==> src/rtl/bsg_link_oddr_ser_phy_if.sv <==
// Link bundle for bsg_link_oddr_ser_phy: the parallel word handshake on one side,
// and the registered serialized slice, parity and forwarded clock on the other.
interface bsg_link_oddr_ser_phy_if #(
  parameter int width_p = 16,
  parameter int ratio_p = 2
);
  logic                       valid_i;
  logic [width_p*ratio_p-1:0] data_i;
  logic                       ready_o;
  logic                       valid_r_o;
  logic [width_p-1:0]         data_r_o;
  logic                       parity_r_o;
  logic                       clk_r_o;

  modport master (
    output valid_i, data_i,
    input  ready_o, valid_r_o, data_r_o, parity_r_o, clk_r_o
  );

  modport slave (
    input  valid_i, data_i,
    output ready_o, valid_r_o, data_r_o, parity_r_o, clk_r_o
  );
endinterface

==> src/rtl/bsg_link_oddr_ser_phy.sv <==
// Word-to-slice serializer (LSB slice first) with registered outputs and a clk_i/2 forwarded clock.
// Optional registered even parity per slice: define BSG_LINK_ODDR_SER_PHY_PARITY_EN.
module bsg_link_oddr_ser_phy #(
  parameter int width_p = 16,
  parameter int ratio_p = 2
) (
  input logic                    clk_i,
  input logic                    reset_i,
  bsg_link_oddr_ser_phy_if.slave link
);
  localparam int cnt_w = $clog2(ratio_p);
  localparam logic [cnt_w-1:0] last_cnt = cnt_w'(ratio_p - 1);

  logic [ratio_p-1:0][width_p-1:0] buf_r;
  logic                            full_r;
  logic [cnt_w-1:0]                cnt_r;
  logic                            accept;
  logic [width_p-1:0]              slice_n;

  // Ready on the last slice lets the next word follow with no idle slice.
  assign link.ready_o = ~full_r | (cnt_r == last_cnt);
  assign accept       = link.valid_i & link.ready_o;
  assign slice_n      = full_r ? buf_r[cnt_r] : '0;

  always_ff @(posedge clk_i) begin
    if (accept) buf_r <= link.data_i;
  end

  always_ff @(posedge clk_i or posedge reset_i) begin
    if (reset_i) begin
      full_r <= 1'b0;
      cnt_r  <= '0;
    end else if (accept) begin
      full_r <= 1'b1;
      cnt_r  <= '0;
    end else if (full_r) begin
      if (cnt_r == last_cnt) begin
        full_r <= 1'b0;
        cnt_r  <= '0;
      end else begin
        cnt_r <= cnt_r + 1'b1;
      end
    end
  end

  always_ff @(posedge clk_i or posedge reset_i) begin
    if (reset_i) begin
      link.data_r_o  <= '0;
      link.valid_r_o <= 1'b0;
    end else begin
      link.data_r_o  <= slice_n;
      link.valid_r_o <= full_r;
    end
  end

`ifdef BSG_LINK_ODDR_SER_PHY_PARITY_EN
  always_ff @(posedge clk_i or posedge reset_i) begin
    if (reset_i) link.parity_r_o <= 1'b0;
    else         link.parity_r_o <= ^slice_n;
  end
`else
  assign link.parity_r_o = 1'b0;
`endif

  // Forwarded clock: falling-edge toggle keeps it centred on the posedge-launched data.
  always_ff @(negedge clk_i or posedge reset_i) begin
    if (reset_i) link.clk_r_o <= 1'b0;
    else         link.clk_r_o <= ~link.clk_r_o;
  end
endmodule
==> src/flat_wrapper.sv <==
// flat-port wrapper written by rule: the top's interface ports become plain ports
module bsg_link_oddr_ser_phy_flat 
#(
  parameter int width_p = 16,
  parameter int ratio_p = 2
)
  (clk_i, reset_i, link_valid_i, link_data_i, link_ready_o, link_valid_r_o, link_data_r_o, link_parity_r_o, link_clk_r_o);
  bsg_link_oddr_ser_phy_if #(.width_p(width_p), .ratio_p(ratio_p)) link_i ();
  input logic clk_i;
  input logic reset_i;
  input wire logic [$bits(link_i.valid_i)-1:0] link_valid_i;
  input wire logic [$bits(link_i.data_i)-1:0] link_data_i;
  output wire logic [$bits(link_i.ready_o)-1:0] link_ready_o;
  output wire logic [$bits(link_i.valid_r_o)-1:0] link_valid_r_o;
  output wire logic [$bits(link_i.data_r_o)-1:0] link_data_r_o;
  output wire logic [$bits(link_i.parity_r_o)-1:0] link_parity_r_o;
  output wire logic [$bits(link_i.clk_r_o)-1:0] link_clk_r_o;
  assign link_i.valid_i = link_valid_i;
  assign link_i.data_i = link_data_i;
  assign link_ready_o = link_i.ready_o;
  assign link_valid_r_o = link_i.valid_r_o;
  assign link_data_r_o = link_i.data_r_o;
  assign link_parity_r_o = link_i.parity_r_o;
  assign link_clk_r_o = link_i.clk_r_o;
  bsg_link_oddr_ser_phy #(.width_p(width_p), .ratio_p(ratio_p)) u_core (.clk_i(clk_i), .reset_i(reset_i), .link(link_i));
endmodule
==> config.mk <==
export PLATFORM = sky130hd
export DESIGN_NAME = bsg_link_oddr_ser_phy_flat
export DESIGN_NICKNAME = d
export VERILOG_FILES = /design/src/rtl/bsg_link_oddr_ser_phy_if.sv /design/src/rtl/bsg_link_oddr_ser_phy.sv /design/src/flat_wrapper.sv
export SDC_FILE = /design/constraint.sdc
export NUM_CORES = 1
export LEC_CHECK = 0
export ABC_AREA = 0
export BUFFER_PORTS_ARGS = -buffer_cell sky130_fd_sc_hd__buf_4
export CAP_MARGIN = 10
export CORE_AREA = 2 2 73 58
export CTS_BUF_LIST = sky130_fd_sc_hd__clkbuf_8 sky130_fd_sc_hd__clkbuf_16
export DETAILED_ROUTE_END_ITERATION = 12
export DIE_AREA = 0 0 75 60
export GPL_ROUTABILITY_DRIVEN = 0
export PLACE_DENSITY = 0.75
export REMOVE_ABC_BUFFERS = 1
export SYNTH_ARGS = -nofsm -noshare
export SYNTH_HDL_FRONTEND = slang
export SYNTH_SLANG_ARGS = --single-unit
==> constraint.sdc <==
create_clock -name clk_i -period 2.2 [get_ports clk_i]
set_input_delay 0.55 -clock clk_i [delete_from_list [all_inputs] [get_ports clk_i]]
set_output_delay 0.55 -clock clk_i [all_outputs]
set_load 0.05 [all_outputs]
Word-level counts from Yosys, hierarchy flattened
Index checks and enable logic that the tools add are counted.
{"block": "totals", "register_bits": 52, "in_bits": 35, "out_inout_bits": 20}
{"block": "classes", "n_addsub": 1, "order_cmp": 1, "n_mux": 9, "bitwise": 4, "n_reduce_logical": 1}
{"op": "16-bit two-way mux", "n": 3}
{"op": "1-bit two-way mux", "n": 6}
{"op": "1-bit by 2-bit < comparator with 1-bit output, second input constant", "n": 1}
{"op": "1-bit inverter", "n": 2}
{"op": "2-bit nonzero test", "n": 1}
{"op": "1-bit adder, second input constant", "n": 1}
{"op": "1-bit AND", "n": 1}
{"op": "1-bit bitwise OR", "n": 1}

Logic depth before layout (Yosys ltp)
{"block": "logic_depth", "word_depth": 4, "depth_mapped": 4, "ltp_nobuf": 2}

==> reports/results.ini <==
[synth]
yosysSeqAreaShare=0.806
synth.distinct_cells=15
ys_ff_latch=52
syn_area_per_cell_um2=18.9
syn_area_um2=1810
syn_inst=96
yosysWarnings=0

[worst_setup_path]
path_depth=1
worstRegToRegCells=3
path_cells=buf_6
critPathMaxFanout=2
cp.arrival_ps=2000
cp.buffers_inverters=1
critPathKind=reg2out
cp_slowest_cell=dfrtn_1
worstPathRequired_ps=1650
crit_path_end_kind=output port
crit_path_start_kind=flip-flop
slowest_delay_ps=430
cp_top_family=flip-flops

[power_and_ir_drop]
p_leak_nw=1.04
peakVddDrop_mv=0.626
power.density_nw_per_um2=1330
total_power_w=0.00315

[detailed_routing]
drc=0
ant_nets=0
num_vias=935
wl_per_cell_um=13.3
dr.first_iter.drc_count=93
routed_via_density=4.39
wirelength_mm=2.83
drt_pass1_iterations=3

[timing]
worst_pin_slew_ps=526
rsz0062_at_grt=yes
slew_headroom=0.650
fin_worst_skew_ps=8.17
finalHoldViolCount=0
setup_ws_ps=-353
hold_ws_ps=314
finalSetupViolCount=1
drv_slew=0

[finish]
fillCellCount=297
area_growth_pct=30.6
n_antenna_cell=0
final_nets=192
drive_gt1_frac=0.411

[job]
cap_violations=0

[place]
hpwl_mm=1.96
port_buffers=53

[die]
std_cell_rows=20
core_um2=3830
initial_core_util=0.474
io_pins=55
fp.dieH_um=60
die_x_um=75
die_area_um2=4500

[clock_network]
ctsLongestPathBuffers=2
clock_latency_ps=300
clock-sinks=52
numCtsBuffers=5
clk_pin_slew_worst_paths_ps=90
cts-root-buf=clkbuf_8
cts_tree=yes
ctsHoldBuffers=0
cts-htree-levels=2

[global_routing]
grt_pass1_wl_mm=4.40
overflow=0
grt_pass1_vias=949
grt_usage=0.140
antenna_found_initial=0
grt_max_degree=20

[status]
status=finished, violations left
violations=setup timing

[worst_hold_path]
hold_class=in2async

-- worst paths after layout --
check	from	to	slack (ps)
min in group clk_i	link_data_i[24]	u_core.buf_r[24]	420
max in group asynchronous	reset_i	u_core.link.clk_r_o	970
max reg2reg	u_core.full_r	u_core.buf_r[14]	700
max	u_core.link.clk_r_o	link_clk_r_o	-350
min	reset_i	u_core.link.valid_r_o	310
min reg2reg	u_core.link.clk_r_o	u_core.link.clk_r_o	460
-- logic make-up after synthesis --
kind of cell	Yosys count	synth area share
flops	52	0.806
buf+inv	6	0.0283
mux	16	0.0883
compound gates	1	0.00276
other cells	1	0.00207
simple gates	20	0.0731
-- final cells by class --
type	instances	area, um2	area share
tap	55	68.8	0.0291
timing repair buffer	58	439	0.185
inverter	2	7.51	0.00317
clock buffer	6	82.6	0.0349
clock inverter	2	7.51	0.00317
sequential	52	1460	0.617
multi-input combinational	38	302	0.127
-- metrics by stage --
stage	cells	util	TNS, ps	setup slack, ps	instance area, um2
6_report	213	0.619	-353	-353	2370
2_1_floorplan	92	-	-6200	-190	1770
3_3_place_gp	204	0.592	-35.8	-35.8	2270
5_1_grt	213	0.619	-390	-390	2370
3_5_place_dp	204	0.592	-63.4	-63.4	2270
4_1_cts	212	0.617	-376	-376	2360
-- registers in the layout, summed over array words and instances, names as in the netlist --
| signal | count |
|---|---|
| u_core.link.valid_r_o | 1 |
| u_core.full_r | 1 |
| u_core.buf_r | 32 |
| u_core.cnt_r | 1 |
| u_core.link.clk_r_o | 1 |
| u_core.link.data_r_o | 16 |
-- report_power, final --
| group | switching (W) | internal [W] |
|---|---|---|
| clock network | 0.000285 | 0.000248 |
| registers | 0.0000921 | 0.00132 |
| logic | 0.000796 | 0.000410 |
| total | 0.00117 | 0.00198 |
-- metal layers --
layer,GRT usage,vias to the layer above,wire length (um)
met5,0,-,0
met4,0.0689,0,40
met3,0.0540,3,255
met2,0.203,38,1290
met1,0.184,441,1250
li1,-,453,-
-- cells in the mapped netlist --
| cell type | number | area share |
|---|---|---|
| dfrtn_1 | 1 | 0.014 |
| edfxtp_1 | 32 | 0.53 |
| buf_6 | 1 | 0.0062 |
| inv_1 | 2 | 0.0041 |
| buf_12 | 1 | 0.011 |
| buf_4 | 1 | 0.0041 |
| and2_1 | 1 | 0.0035 |
| nand2b_1 | 2 | 0.0069 |
| o21ai_0 | 1 | 0.0028 |
| nand2b_4 | 1 | 0.0076 |
| dfrtp_1 | 19 | 0.26 |
| mux2i_1 | 16 | 0.088 |
| nor2b_1 | 16 | 0.055 |
| conb_1 | 1 | 0.0021 |
| buf_2 | 1 | 0.0028 |
-- cell usage in the layout (no fill, tap or decap), drive strengths merged --
cell,count
buf,58
inv,4
conb,1
nor2b,16
edfxtp,32
clkbuf,6
dfrtn,1
mux2i,16
o21ai,1
nand2b,3
and2,1
dfrtp,19
-- what timing repair did --
action	in CTS	in global routing
cloned	0	0
resized for setup	1	0
setup buffers	0	1
setup endpoints to repair	1	1
Note: power is estimated with default switching activity, not from simulation.
